===== src/rtl/traffic_light_xing.sv =====
// Two-road crossing controller with a pedestrian-request button.
// Optional night flash mode is compiled in with the macro NIGHT_MODE_EN,
// which adds the night input and the FLASH state.
module traffic_light_xing #(
    parameter int TICK_DIV   = 4,
    parameter int T_MAIN_GRN = 20,
    parameter int T_MAIN_MIN = 5,
    parameter int T_SIDE_GRN = 10,
    parameter int T_YEL      = 3,
    parameter int T_ALLRED   = 1,
    parameter int CNT_W      = 8
) (
    input  logic       clk,
    input  logic       res,
    input  logic       btn,
`ifdef NIGHT_MODE_EN
    input  logic       night,
`endif
    output logic [2:0] main_led,
    output logic [2:0] side_led,
    output logic       walk
);

    localparam int PS_W = (TICK_DIV > 1) ? $clog2(TICK_DIV) : 1;

    typedef enum logic [2:0] {
        S_MAIN_GRN = 3'd0,
        S_MAIN_YEL = 3'd1,
        S_ALLRED1  = 3'd2,
        S_SIDE_GRN = 3'd3,
        S_SIDE_YEL = 3'd4,
        S_ALLRED2  = 3'd5
`ifdef NIGHT_MODE_EN
        , S_FLASH  = 3'd6
`endif
    } state_t;

    state_t            state_q, state_d;
    logic [PS_W-1:0]   presc_q, presc_d;
    logic [CNT_W-1:0]  phase_q, phase_d;
    logic              req_q, req_d;
    logic              sync1_q, sync2_q;
    logic              tick;
    logic              btn_rise;
`ifdef NIGHT_MODE_EN
    logic              flash_on_q, flash_on_d;
    logic              flash_flip;
`endif

    assign tick     = (presc_q == PS_W'(TICK_DIV - 1));
    // Rising edge of the synchronised button, registered into req on the
    // same edge that the second synchroniser flop goes high.
    assign btn_rise = sync1_q & ~sync2_q;

    // State, timing and request registers with synchronous reset.
    always_ff @(posedge clk) begin
        if (res) begin
            state_q    <= S_MAIN_GRN;
            presc_q    <= '0;
            phase_q    <= '0;
            req_q      <= 1'b0;
            sync1_q    <= 1'b0;
            sync2_q    <= 1'b0;
`ifdef NIGHT_MODE_EN
            flash_on_q <= 1'b0;
`endif
        end else begin
            state_q    <= state_d;
            presc_q    <= presc_d;
            phase_q    <= phase_d;
            req_q      <= req_d;
            sync1_q    <= btn;
            sync2_q    <= sync1_q;
`ifdef NIGHT_MODE_EN
            flash_on_q <= flash_on_d;
`endif
        end
    end

    // Next-state, phase counter, prescaler and request logic.
    always_comb begin
        state_d = state_q;
        unique case (state_q)
            S_MAIN_GRN: if (tick && ((phase_q == CNT_W'(T_MAIN_GRN - 1)) ||
                                     (req_q && (phase_q >= CNT_W'(T_MAIN_MIN - 1)))))
                            state_d = S_MAIN_YEL;
            S_MAIN_YEL: if (tick && (phase_q == CNT_W'(T_YEL - 1)))      state_d = S_ALLRED1;
            S_ALLRED1:  if (tick && (phase_q == CNT_W'(T_ALLRED - 1)))   state_d = S_SIDE_GRN;
            S_SIDE_GRN: if (tick && (phase_q == CNT_W'(T_SIDE_GRN - 1))) state_d = S_SIDE_YEL;
            S_SIDE_YEL: if (tick && (phase_q == CNT_W'(T_YEL - 1)))      state_d = S_ALLRED2;
            S_ALLRED2:  if (tick && (phase_q == CNT_W'(T_ALLRED - 1)))   state_d = S_MAIN_GRN;
`ifdef NIGHT_MODE_EN
            S_FLASH:    state_d = S_ALLRED2;
`endif
            default:    state_d = S_MAIN_GRN;
        endcase
`ifdef NIGHT_MODE_EN
        if (night) state_d = S_FLASH;
        flash_flip = (state_q == S_FLASH) && (state_d == S_FLASH) &&
                     tick && (phase_q == CNT_W'(T_YEL - 1));
        flash_on_d = flash_on_q;
        if ((state_d == S_FLASH) && (state_q != S_FLASH)) flash_on_d = 1'b1;
        else if (flash_flip)                               flash_on_d = ~flash_on_q;
`endif

        // The prescaler restarts on every state change so that a phase
        // entered off-tick (night mode) still lasts exactly T*TICK_DIV cycles;
        // for tick-driven changes it wraps to zero anyway.
        if (state_d != state_q) begin
            presc_d = '0;
            phase_d = '0;
        end else begin
            presc_d = tick ? '0 : presc_q + 1'b1;
            phase_d = tick ? phase_q + 1'b1 : phase_q;
`ifdef NIGHT_MODE_EN
            if (flash_flip) phase_d = '0;
`endif
        end

        // Requests made during the walk phase are dropped; clear beats set.
        req_d = req_q;
        if (btn_rise && (state_q != S_SIDE_GRN)) req_d = 1'b1;
        if ((state_d == S_SIDE_GRN) || (state_q == S_SIDE_GRN)) req_d = 1'b0;
`ifdef NIGHT_MODE_EN
        if ((state_d == S_FLASH) || (state_q == S_FLASH)) req_d = 1'b0;
`endif
    end

    // Moore decode of the lamp outputs from the state register.
    always_comb begin
        main_led = 3'b100;
        side_led = 3'b100;
        walk     = 1'b0;
        unique case (state_q)
            S_MAIN_GRN: main_led = 3'b001;
            S_MAIN_YEL: main_led = 3'b010;
            S_SIDE_GRN: begin
                side_led = 3'b001;
                walk     = 1'b1;
            end
            S_SIDE_YEL: side_led = 3'b010;
`ifdef NIGHT_MODE_EN
            S_FLASH: begin
                main_led = flash_on_q ? 3'b010 : 3'b000;
                side_led = flash_on_q ? 3'b010 : 3'b000;
            end
`endif
            default: begin
                main_led = 3'b100;
                side_led = 3'b100;
            end
        endcase
    end

endmodule

===== config.mk =====
export PLATFORM = sky130hd
export DESIGN_NAME = traffic_light_xing
export DESIGN_NICKNAME = d
export VERILOG_FILES = /design/src/rtl/traffic_light_xing.sv
export SDC_FILE = /design/constraint.sdc
export NUM_CORES = 1
export LEC_CHECK = 0
export ABC_AREA = 1
export BUFFER_PORTS_ARGS = -buffer_cell sky130_fd_sc_hd__buf_2
export CORE_MARGIN = 2
export CORE_UTILIZATION = 25
export DETAILED_ROUTE_END_ITERATION = 12
export PLACE_DENSITY = 0.4
export SLEW_MARGIN = 20
export SYNTH_ARGS = -nofsm -noshare
export SYNTH_HDL_FRONTEND = slang
export SYNTH_SLANG_ARGS = --single-unit

===== constraint.sdc =====
create_clock -name clk -period 1.3 [get_ports clk]
set_input_delay 0.065 -clock clk [delete_from_list [all_inputs] [get_ports clk]]
set_output_delay 0.065 -clock clk [all_outputs]
set_load 0.02 [all_outputs]

-- Word level (Yosys, flattened, before mapping)
Index checks and enable logic that the tools add are counted.
- bits in registers: 16
- word-level logic and storage cells: 46
- input port bits: 3
- multiplexer cells: 10
- add/subtract/negate cells: 2
- equal/unequal tests: 12
- reduce and logical (&&, ||, !) cells: 13
- $lt $le $gt $ge: 1
- bitwise gates (word level): 2
- operators with widths (cell ; count):
    $mux 3 ; 6
    $pmux 3 s6 ; 1
    $pmux 3 s2 ; 2
    $eq 3x2->1 const B ; 3
    $add 8x1->8 const B ; 1
    $eq 8x2->1 const B ; 1
    $eq 8x4->1 const B ; 1
    $eq 8x5->1 const B ; 1
    $ge 8x3->1 const B ; 1
    $logic_not 8->1 ; 1
    $eq 3x3->1 const B ; 2
    $logic_and 1x1->1 ; 6
    $reduce_or 2->1 ; 2
    $eq 3x1->1 const B ; 1
    $logic_not 3->1 ; 1
    $ne 3x2->1 const B ; 1
    $ne 3x3->1 ; 1
    $reduce_or 3->1 ; 1
    $add 2x1->2 const B ; 1
    $eq 2x2->1 const B ; 1
    $logic_or 1x1->1 ; 2
    $and 1x1->1 ; 1
    $mux 1 ; 1
    $not 1->1 ; 1

-- Depth between registers and ports, before layout
Gate-level depths: netlist of run 1.
- word-level depth: 9
- mapped depth: 12

-- Worst setup path after synthesis of run 1
No wires, ideal clock.
- kind: register to register
- start: reg state_q[1]
- end: reg phase_q[1]
- buffers on the path: 0
- clock period less this slack: 1.508 ns
- setup time: 0.117 ns
- arrival time: 1.391 ns
- cell stages (with the launch flop): 10
- path slack: -0.208 ns
- cells stage by stage: dfxtp_1 inv_1 nand2_2 nor2_2 nor3b_2 nor2_1 nand2_1 inv_2 nand2_4 nor2_1
- word-level cells in the longest chain between the ends: 4
- ends and longest elaborated chain (what ; RTL line ; text):
    from (decl) ; 38 ; state_t state_q, state_d;
    from (signal assigned) ; 68 ; state_q <= state_d;
    $eq 3x3->1, or another cell as far along ; 83 ; unique case (state_q)
    $pmux 3 s6 ; 83 ;
    $ne 3x3->1 (*) ; 109 ; if (state_d != state_q) begin
    $reduce_or 2->1 (no source line) (*) ; n/a ;
    to (signal assigned) ; 70 ; phase_q <= phase_d;
    to (decl) ; 40 ; logic [CNT_W-1:0] phase_q, phase_d;
Mark *: on every way between the ends. The rest lies on a longest branch, timed or not.
A chain may end at the register's enable or synchronous reset.

-- Final worst setup path of run 1
- start: reg phase_q[0]
- end: reg phase_q[0]
- word-level cells in the longest chain between the ends: 8
- ends and longest elaborated chain (what ; RTL line ; text):
    $ge 8x3->1 ; 85 ; (req_q && (phase_q >= CNT_W'(T_MAIN_MIN - 1)))))
    $logic_and 1x1->1 ; 85 ;
    $logic_or 1x1->1 ; 84 ; S_MAIN_GRN: if (tick && ((phase_q == CNT_W'(T_MAIN_GRN - 1)) ||
    $logic_and 1x1->1 ; 84 ;
    $mux 3 ; 84 ;
    $pmux 3 s6 ; 83 ;
    $ne 3x3->1 ; 109 ;
    $reduce_or 2->1 (no source line) ; n/a ;
Several ways; a longest one is shown, not always the timed one.

==> results.txt, run 1 <==
The startpoint type of the worst setup path is a register. Across the routed clock network, the largest skew measured is 0.00223 ns. The worst stage delay on the critical path works out to 0.36 ns.

Counting I/O delays and the setup requirement, the final critical path takes 1.55 ns. Number of vias per cell after detailed routing: 4.19. The number of levels in the clock H-tree is 1, and the combined area of all synthesized cells is 935 um^2.

Count of state elements after synthesis: 16. For this run, the post-layout net count is 190. By area the synthesized netlist is led by dfxtp_1 34%, nand2_1 11%, nor2_1 10%, inv_1 7.2%, ha_1 6.7%. Port buffering added 9 buffers. The max-capacitance violation count was 0; the global-route total usage across every layer was 12.2%. Entering global routing, the biggest net connects 10 pins. The tools report the worst relative slew slack as 75.9%. The signal on the critical path passes through inv_2, ha_4, nand2_2, inv_2, nand4_1, nand2_2, buf_4, o211ai_1, nand2_1, inv_2, nand2_4, nor2_2. The final design area excluding fillers was 1520 um^2; the clock insertion delay at the later pin of the skew report was 0.25 ns. The worst-case IR drop observed on VDD is 0.578 mV.

The worst setup path is of the register to register kind. After synthesis, the largest area contributor takes up 34.3% of total cell area. After the first detailed-routing iteration, the DRC count stood at 11. The tools report the overall die area as 4240 um^2.

The min-delay analysis places its worst path in the category input port to register. The count of nets left with antenna violations once routing finished came out at 0. The cell total after placement is 215.

TritonCTS built the clock tree. The number of nets handed over by synthesis was 141. No sink is reached through more buffers than the 2 on the longest clock path.

In this run the static leakage power is 0.676 nW. The post-synthesis cell type with the largest combined area was dfxtp_1. The synthesis-to-layout area growth was 62.7%. After clock tree synthesis, the clock-pin slew on the worst setup and hold paths is 0.07 ns. Sequential cells were found to cover 34.3% of the synthesized design area. The first global-routing pass estimated 4010 um of wire. Wires add up to 2420 um. Before CTS, the worst setup slack after placement is -0.309 ns.

The highest attainable clock frequency was 647 MHz; the per-cell routed wire length was 10.5 um. The hold violation count in the final report is 0, and the site row count is 22. Synthesis produced 133 cells.

In this run the power density over the cells is 723 nW/um^2. Of the cells placed in the final design, the portion with a size suffix greater than 1 is 53.6%. In this design, the critical path's most frequently occurring cell is inv_2. For this configuration, the core starts out at a cell density of 25.7%.

The number of global-route vias before repair was 942. Counting the buffers created by CTS gives 3. Setup violations remaining at the end of the flow were counted as 14. After detailed routing, the number of remaining DRC violations is 0. At the end of routability-driven placement, the weighted congestion stood at 0.794. Excluding fillers, the count of instances in the completed layout stands at 229.

The height of the chip works out to 65.1 um. Once detailed placement completed, the half-perimeter wirelength came to 1850 um. The Yosys step of the flow raised 0 warnings. CTS placed an instance of clkbuf_8 at the clock tree root. Sort of element at the end of the critical path: a register. Data on the critical path is required at its endpoint by 1.49 ns. The setup slack of the critical path after layout is -0.246 ns, and the fraction of the core area covered by cells at the end of the flow is 41.8%. The worst hold slack is 0.0187 ns, and the highest net fanout along the worst path is 8. The part of the cycle the worst path needs came out at 119%. For this design the top-level I/O count stands at 10. Final setup TNS: -2.46 ns.

At the pin with the least slew margin, the transition time is 0.359 ns. The flow ran to the end, but the final reports show violations. The floorplan step set the die width to 65.1 um.

In this run, distinct cell masters in the synthesized netlist total 27. Number of max-slew violations in the final report: 0. Summing all placed instances gives a cell area of 1250 um^2. Length of the first detailed-routing pass in iterations: 4. The final reports fail on negative setup slack. The total of hold buffers inserted after clock tree synthesis is 0, and the combined buffer and inverter count along the critical path is 4.

The category of cells accounting for the largest share of critical-path delay is simple AND/OR/NAND/NOR gates. The number of inserted diodes was 0. The run gives 16 as the number of sinks driven by the clock tree.

The design draws 1.10 mW. The average cell area after synthesis works out to 7.03 um^2. For the arrival time of data at the critical path endpoint, the log shows 1.73 ns. Setup repair after global routing could not meet its margin everywhere. The routed layout has 959 vias. After global routing the overflow that remains totals 0.

The floorplan step defined a core boundary enclosing 3630 um^2. The run gives 0 as the initial antenna violation count. The largest individual stage delay along the critical path comes from the cell dfxtp_2.
-- cell usage after synthesis --
| master | instances |
|---|---|
| o21ai_0 | 1 |
| nand3_2 | 1 |
| o211ai_1 | 1 |
| a21oi_1 | 3 |
| ha_1 | 5 |
| dfxtp_1 | 16 |
| nor2_4 | 1 |
| nand2_2 | 2 |
| a211oi_1 | 1 |
| inv_2 | 3 |
| or2_2 | 1 |
| xnor2_1 | 1 |
| nand2_1 | 27 |
| clkinv_1 | 1 |
| a31oi_1 | 1 |
| nor3_1 | 6 |
| nand2_4 | 1 |
| nor3_2 | 2 |
| nor2_2 | 3 |
| nand3_1 | 4 |
| nor3b_1 | 1 |
| nor3b_2 | 1 |
| nand4_1 | 2 |
| nor2_1 | 25 |
| inv_1 | 18 |
| nor3_4 | 1 |
| xor2_1 | 4 |
-- power breakdown --
group	leakage, nW	total [mW]	switching, mW	internal, mW
sequential	0.133	0.525	0.0158	0.510
clock	0.0288	0.453	0.184	0.269
combinational	0.514	0.121	0.0622	0.0589
total	0.676	1.10	0.262	0.837
-- worst paths after layout --
kind,slack [ns],cells past startpoint,endpoint,from
min,0.02,3,sync1_q$_SDFF_PP0_,btn
max reg2reg,-0.25,12,phase_q[0]$_SDFFE_PP0P_,phase_q[0]$_SDFFE_PP0P_
min reg2reg,0.42,1,presc_q[0]$_SDFF_PP0_,presc_q[0]$_SDFF_PP0_
max,-0.25,12,phase_q[0]$_SDFFE_PP0P_,phase_q[0]$_SDFFE_PP0P_
-- layer usage --
metal / GRT usage, % / part of all wire, % / routed length (um)
met5: 0 / 0 / 0
met4: 1.56 / 0.54 / 13
met3: 4.11 / 3.2 / 78
met2: 22.8 / 53 / 1270
met1: 13.8 / 43 / 1050
-- layout by cell type (no fill, tap or decap), types with 2 or more instances in the layout --
cell and n:
inv_2 6, a21oi_2 2, nor2_2 10, ha_1 3
dfxtp_1 9, nor3_2 2, xor2_1 4, nand2_2 5
nor2_4 3, nand4_1 2, inv_1 12, ha_4 2
nor3_1 6, nand2_4 2, buf_2 6, nor2_1 16
buf_4 32, inv_4 2, nand2_1 23, clkbuf_8 4
dfxtp_2 6, buf_6 6, nand3_1 4
-- tightest hold or removal path: cells and delay by family --
| family | cells | cell delay [ns] |
|---|---|---|
| simple gates | 1 | 0.03 |
| buf+inv | 2 | 0.13 |
-- cell families after synthesis --
family          share of synthesized area (%)
simple gates                             41.1
buf+inv                                  8.83
flops                                    34.3
compound gates                           4.42
xor+xnor                                 4.69
fa+ha+maj                                6.69
-- area by class of cell --
cell class	count	area [um^2]
Sequential cell	16	332
Clock buffer	4	55.1
Fill cell	396	2110
Tap cell	48	60.1
Multi-Input combinational cell	95	643
Timing Repair Buffer	44	338
Inverter	22	92.6
-- flip-flops by register name (all words and copies together), names as in the netlist --
register / count
phase_q: 8
state_q: 3
presc_q: 2
req_q: 1
sync1_q: 1
sync2_q: 1
-- timing repair --
item | 4_1_cts | 5_1_grt
pin swaps | 13 | 14
setup endpoints to repair | 14 | 18
resized for setup | 19 | 23
buffers inserted | 4 | 7
Power figures use the tool's default switching activity.
==> run 2, diff against run 1 <==
- PLACE_DENSITY: 0.4 -> unset
==> run 2 against run 1 <==
  * The flow still finishes with violations (negative setup slack)
  * Register-to-register slack about the same
  * Sequential share of layout area rose by 0.53 points
  * Clock skew down 0.0013 ns
  * Clock-buffer cell count decreased by 1
  * Clock power decreased by 18%
==> results.txt, run 2 (synthesized netlist as in run 1, its figures left out) <==
The run finished, with violations left. The final reports fail on negative setup slack. The worst relative slew slack is 78.0% (+2.1 points), and the standby leakage power is 0.663 nW (-1.9%). Setup repair after global routing could not meet its margin everywhere.

The per-cell routed wire length was 10.0 um (-4.9%); the length of the first detailed-routing pass in iterations was 4 (unchanged). The sequential fraction of design power was 51.5% (+3.7 points); the highest net fanout along the worst path was 4 (-4). In the final layout, the registers with the most flip-flops are phase_q (8), state_q (3), presc_q (2). The number of port buffers was 9 (unchanged). The tools report the clock insertion delay at the later pin of the skew report as 0.25 ns (about the same). For the number of setup violations in the final report, the log shows 15 (+1). The part of the cycle the worst path needs works out to 119% (+0.37 points). Counting flops per register, the top entry is phase_q. The net total in the final layout was 189 (-0.53%); the synthesis-to-layout area growth was 58.8%.

The part of the total power dissipated in combinational logic came out at 11.9% (+0.9 points). The sort of element at the end of the critical path was a register. The switching power as a share of total power was 24.2% (+0.36 points). The clock-pin slew on the worst setup and hold paths was 0.06 ns (about the same).

The maximum vdd ir drop was 0.329 mV (-43%); the cell total after placement was 219 (+1.9%). The boundary pin count is 10 (unchanged). The fraction of final layout cells with drive strength greater than 1 came out at 52.5% (-1.1 points). The length in cells of the worst reg-to-reg path came out at 12 (unchanged). Leaving out fill and tap cells, the most frequent cell in the layout is buf_4. The tools report the max-capacitance violation count as 0 (unchanged).

The run gives 1640 um (-11%) as the post-DP HPWL. Reg-to-reg startpoint: phase_q[0]$_SDFFE_PP0P_. The highest attainable clock frequency came out at 645 MHz (-0.31%). The overall die area was 4240 um^2 (unchanged). The height of the chip came out at 65.1 um (unchanged). Total congestion overflow after global routing: 0 (unchanged). The width of the chip works out to 65.1 um (unchanged).

Cell chosen for the clock root: clkbuf_8. The class of the tightest hold or removal check was input port to register. The run gives 40.8% (-1.0 points) as the fraction of the core area covered by cells at the end of the flow.

The number of levels in the clock H-tree came out at 1 (unchanged). TritonCTS built the clock tree. Initial antenna violation count: 0 (unchanged). The power density relative to cell area is 687 nW/um^2 (-5.0%), and the number of sinks driven by the clock tree is 16 (unchanged). Number of vias per cell after detailed routing: 4.20 (+0.36%).

Traced cell by cell, the critical path runs through inv_2, ha_4, nand2_2, inv_2, nand4_1, nand2_2, nand2_2, nor2_2, nand2_1, nand2_4, nand3_2, nor2_1. The run gives 954 (-0.52%) as the via count. The first-pass GRT wire length was 3730 um (-6.9%); the worst stage delay on the critical path was 0.34 ns (-0.02 ns). In this run the critical register-to-register path is captured at presc_q[1]$_SDFF_PP0_. For the number of max-slew violations in the final report, the log shows 0 (unchanged). The pin count of the biggest net entering global routing is 9 (-1), and the site row count is 22 (unchanged). The worst hold path begins at btn.

The total of hold buffers inserted after clock tree synthesis is 0 (unchanged), and the required time at the endpoint of the critical path is 1.49 ns (about the same). The setup slack of the critical path after layout is -0.251 ns (-0.00477 ns), and the initial standard-cell utilization of the core is 25.7% (unchanged). The tools report the residual DRC count as 0 (unchanged). In the layout the commonest cells are 34 x buf_4, 23 x nand2_1, 15 x nor2_1. The most prevalent standard cell on the critical path is nand2_2. The tools report the final cell count without fillers as 227 (-0.87%). The run gives 0 (unchanged) as the hold violation count in the final report. Placeable core area: 3630 um^2 (unchanged). Cell depth of the worst min-delay path: 3 (unchanged).

For the global-route total usage across every layer, the log shows 11.3% (-0.95 points). The total internal power was 0.773 mW (-7.7%). Among all stages on the critical path, the largest delay is contributed by dfxtp_2. The minimum setup slack among reg-to-reg paths is -0.25 ns (about the same). The critical path is of the register to register type. Net switching component of the power: 0.247 mW (-5.8%). The routed wire length is 2280 um (-5.7%), and the final critical-path required period is 1.55 ns (+0.00477 ns). The post-route clock skew came out at 0.000930 ns (-0.00130 ns). The transition time of the tightest slew-check pin is 0.328 ns (-0.0308 ns).

The number of flip-flops in the largest register works out to 8 (unchanged). The number of antenna-violating nets in the routed design was 0 (unchanged). The clock buffer count from CTS came out at 3 (unchanged). For the number of global-route vias before repair, the log shows 901 (-4.4%).

The number of buffers on the longest clock path was 2 (unchanged); the weighted congestion at the end of routability-driven global placement was 0.814 (+2.5%). The clock group share of total power is 36.6% (-4.6 points). The number of inserted diodes is 0 (unchanged).

The startpoint type of the worst setup path is a register. The worst hold path terminates at sync1_q$_SDFF_PP0_. The count of routing violations after the opening detailed-route iteration was 33 (+22).

The run gives 1.74 ns (about the same) as the arrival time of data at the critical path endpoint.
[run 2: cell count changes in the layout (fill, tap and decap cells not counted), sizes merged]
cell    before  now
buf         44   43
clkbuf       4    3
[run 2: metrics by stage]
| step | power, mW | TNS (ns) | instance area, um^2 | setup WS (ns) | hold WS, ns |
|---|---|---|---|---|---|
| 2_1_floorplan | 0.593 | -0.458 | 962 | -0.0512 | 0.127 |
| 3_3_place_gp | 0.626 | -2.48 | 1280 | -0.251 | 0.267 |
| 3_5_place_dp | 0.631 | -2.71 | 1280 | -0.274 | 0.281 |
| 4_1_cts | 0.995 | -2.13 | 1380 | -0.214 | 0.0268 |
| 5_1_grt | 1.07 | -3.96 | 1480 | -0.356 | 0.0434 |
| 6_report | 1.02 | -2.54 | 1480 | -0.251 | 0.0215 |
[run 2: layer usage]
| layer | share of wire (%) | global-route usage (%) | routed length, um | vias to the layer above |
|---|---|---|---|---|
| li1 | - | - | - | 509 |
| met1 | 44 | 13.4 | 995 | 426 |
| met2 | 51 | 19.8 | 1170 | 14 |
| met3 | 3.4 | 2.57 | 77 | 5 |
| met4 | 1.4 | 3.91 | 32 | 0 |
| met5 | 0 | 0 | 0 | - |
[run 2: area by class of cell]
type / count / area (um^2)
Clock buffer: 3 / 41.3
Inverter: 22 / 92.6
Sequential cell: 16 / 332
Timing Repair Buffer: 43 / 313
Tap cell: 48 / 60.1
Multi-Input combinational cell: 95 / 646
Fill cell: 377 / 2150
[run 2: critical path: cells and delay by family (launching register included)]
family / cells / cell delay (ns)
flops: 1 / 0.34
simple gates: 9 / 0.87
fa+ha+maj: 1 / 0.13
buf+inv: 2 / 0.13
[run 2: power by group through the flow]
stage	sequential [mW]	combinational (mW)	clock, mW
5_1_grt	0.528	0.140	0.399
3_5_place_dp	0.535	0.0953	0
6_report	0.525	0.122	0.373
4_1_cts	0.525	0.0973	0.372
3_3_place_gp	0.534	0.0915	0
2_1_floorplan	0.532	0.0608	0
[run 2: how the worst max path moves through the flow]
stage | startpoint | end | depth (start not counted)
floorplan | state_q[0]$_SDFF_PP0_ | phase_q[1]$_SDFFE_PP0P_ | 9
global placement | phase_q[1]$_SDFFE_PP0P_ | phase_q[1]$_SDFFE_PP0P_ | 12
detailed placement | presc_q[0]$_SDFF_PP0_ | phase_q[0]$_SDFFE_PP0P_ | 11
CTS | phase_q[0]$_SDFFE_PP0P_ | phase_q[1]$_SDFFE_PP0P_ | 12
global route | phase_q[1]$_SDFFE_PP0P_ | presc_q[1]$_SDFF_PP0_ | 12
finish | phase_q[0]$_SDFFE_PP0P_ | presc_q[1]$_SDFF_PP0_ | 12
[run 2: timing repair]
item                                    4_1_cts  5_1_grt
resized for setup                            18       21
endpoints found under the setup margin       14       17
pin swaps                                     9       11
hold endpoints to repair                      0        0
setup buffers                                 2        3
==> run 3, diff against run 2 <==
- HOLD_SLACK_MARGIN: unset -> 0.08
==> run 3 against run 2 <==
  * The run still ends with negative setup slack left
  * Fmax grew 0.58%
  * Critical path depth is the same
  * Register-to-register slack is essentially flat
  * Final cell count grew 1.3%
==> results.txt, run 3 (synthesized netlist as in run 1, its figures left out) <==
The cell chosen for the clock root was clkbuf_8. The number of port buffers was 9 (unchanged); the via count was 969 (+1.6%). The initial standard-cell utilization of the core was 25.7% (unchanged). Pin count of the biggest net entering global routing: 9 (unchanged). The highest net fanout along the worst path works out to 4 (unchanged).

The boundary pin count is 10 (unchanged), and the sequential standard cell area is 332 um^2 (unchanged). The height of the chip was 65.1 um (unchanged). Arrival time of data at the critical path endpoint: 1.73 ns (about the same). Setup repair after global routing could not meet its margin everywhere. The final cell count without fillers is 230 (+1.3%). The tools report the minimum setup slack among reg-to-reg paths as -0.24 ns (about the same). The cell total after placement was 219 (unchanged). The tools report the hold violation count in the final report as 0 (unchanged).

Width of the chip: 65.1 um (unchanged). The logs give 4240 um^2 (unchanged) for the overall die area and 0 (unchanged) for the number of max-slew violations in the final report. The number of flip-flops in the largest register works out to 8 (unchanged). The run finished, with violations left. TritonCTS built the clock tree. The largest registers in the layout are phase_q (8), state_q (3), presc_q (2). The final reports fail on negative setup slack. The clock buffer count from CTS came out at 3 (unchanged).

The fraction of final layout cells with drive strength greater than 1 is 51.6% (-0.87 points), and the global-route total usage across every layer is 11.4% (+0.18 points). The total power of the final layout is 1.02 mW (+0.36%). In this run the worst hold path is classified as register to register. The tools report the initial antenna violation count as 0 (unchanged). Total congestion overflow after global routing: 0 (unchanged). The routed wire length was 2310 um (+1.4%). The residual DRC count was 0 (unchanged); the number of buffers on the longest clock path was 2 (unchanged). First-pass GRT wire length: 3800 um (+1.8%). Setup slack of the critical path after layout: -0.242 ns (+0.00888 ns).

The worst hold path begins at presc_q[0]$_SDFF_PP0_. The synthesis-to-layout area growth works out to 62.0%. The length in cells of the worst reg-to-reg path was 12 (unchanged); the highest attainable clock frequency was 649 MHz (+0.58%).

The tools report the endpoint of the lowest-slack register-to-register path as presc_q[1]$_SDFF_PP0_. The required time at the endpoint of the critical path is 1.48 ns (about the same). The final critical-path required period was 1.54 ns (-0.00888 ns). The tools report the reg-to-reg startpoint as phase_q[0]$_SDFFE_PP0P_. The logs give 0.329 mV (about the same) for the maximum vdd ir drop and 78.4% (+0.45 points) for the worst relative slew slack. The post-DP HPWL is 1640 um (unchanged), and the number of setup violations in the final report is 15 (unchanged).

The final design area excluding fillers came out at 1510 um^2 (+2.0%). The count of routing violations after the opening detailed-route iteration was 32 (-3.0%); the transition time of the tightest slew-check pin was 0.321 ns (-0.00669 ns). The area used by multi-input combinational logic is 646 um^2 (unchanged). In the layout the commonest cells are 34 x buf_4, 23 x nand2_1, 15 x nor2_1. The clock-pin slew on the worst setup and hold paths came out at 0.06 ns (about the same). Per-cell routed wire length: 10.0 um (about the same). The part of the cycle the worst path needs came out at 119% (-0.68 points). The length of the first detailed-routing pass in iterations was 4 (unchanged). Capture endpoint of the worst hold path: presc_q[0]$_SDFF_PP0_. The net total in the final layout is 192 (+1.6%). The worst setup path is launched from a register. Type of the worst setup path: register to register. The number of filler instances in the final layout was 377 (unchanged); the number of levels in the clock H-tree was 1 (unchanged). The post-route clock skew is 0.00242 ns (+0.00149 ns), and the number of antenna-violating nets in the routed design is 0 (unchanged). In this run the worst setup path begins at phase_q[0]$_SDFFE_PP0P_.

The power density relative to cell area was 676 nW/um^2 (-1.6%); the standby leakage power was 0.677 nW (+2.1%). The logs give 3630 um^2 (unchanged) for the placeable core area and 0.814 (unchanged) for the weighted congestion at the end of routability-driven global placement. Counting flops per register, the top entry is phase_q.

The most common cell after layout, fill and taps aside is buf_4. The tools report the number of global-route vias before repair as 920 (+2.1%). The site row count was 22 (unchanged). The worst setup path is captured at a register. Number of sinks driven by the clock tree: 16 (unchanged).

The run gives 1280 um^2 (unchanged) as the cell area after placement. The number of vias per cell after detailed routing was 4.21 (+0.25%); the clock insertion delay at the later pin of the skew report was 0.25 ns (about the same). The max-capacitance violation count was 0 (unchanged). The cell depth of the worst min-delay path was 1 (-2); the number of inserted diodes was 0 (unchanged).
-- run 3: area by class of cell --
type | count | area share, %
flip-flops and latches | 16 | 21.9
repair buffers | 46 | 22.6
clock buffers | 3 | 2.73
inverters | 22 | 6.12
multi-input cells | 95 | 42.6
well taps | 48 | 3.97
-- run 3: per-stage QoR --
stage          utilization (%)  setup WS [ns]  setup TNS (ns)  hold WS (ns)
6_report                  41.7         -0.242           -2.49         0.427
5_1_grt                   41.7         -0.342           -3.85         0.434
4_1_cts                   38.8         -0.214           -2.13         0.430
3_5_place_dp              35.4         -0.274           -2.71         0.281
3_3_place_gp              35.4         -0.251           -2.48         0.267
2_1_floorplan                -        -0.0512          -0.458         0.127
-- run 3: worst max-delay path, stage by stage (launching register included) --
cell	delay (ns)
dfxtp_2	0.34
inv_2	0.08
ha_4	0.12
nand2_2	0.04
inv_2	0.06
nand4_1	0.13
nand2_2	0.14
nand2_2	0.06
nor2_2	0.12
nand2_1	0.09
nand2_4	0.10
nand3_2	0.08
nor2_1	0.10
-- run 3: worst max-delay path by stage --
stage                     cells past startpoint                       to  slack (ns)
after floorplan                               9  phase_q[1]$_SDFFE_PP0P_       -0.05
after global placement                       12  phase_q[1]$_SDFFE_PP0P_       -0.25
after detailed placement                     11  phase_q[0]$_SDFFE_PP0P_       -0.27
after CTS                                    12  phase_q[1]$_SDFFE_PP0P_       -0.21
after global routing                         12    presc_q[1]$_SDFF_PP0_       -0.34
final                                        12    presc_q[1]$_SDFF_PP0_       -0.24
-- run 3: timing repair --
item	in CTS	in global routing
gates resized for setup	18	21
setup endpoints to repair	14	17
setup buffers	2	3
hold buffers	3	0
endpoints found under the hold margin	5	0
pin swaps	9	11
cloned	0	0
-- run 3: power breakdown --
| part | total [mW] | leakage, nW | internal [mW] | switching (mW) |
|---|---|---|---|---|
| Clock | 0.370 | 0.0216 | 0.205 | 0.164 |
| Combinational | 0.128 | 0.522 | 0.0631 | 0.0649 |
| Sequential | 0.526 | 0.133 | 0.510 | 0.0157 |
-- run 3: per-layer routing --
layer	wire (um)	track usage, %	vias up
met3	94	2.57	5
met5	0	0	-
met4	32	3.91	0
met2	1180	20.4	20
li1	-	-	516
met1	999	13.5	428
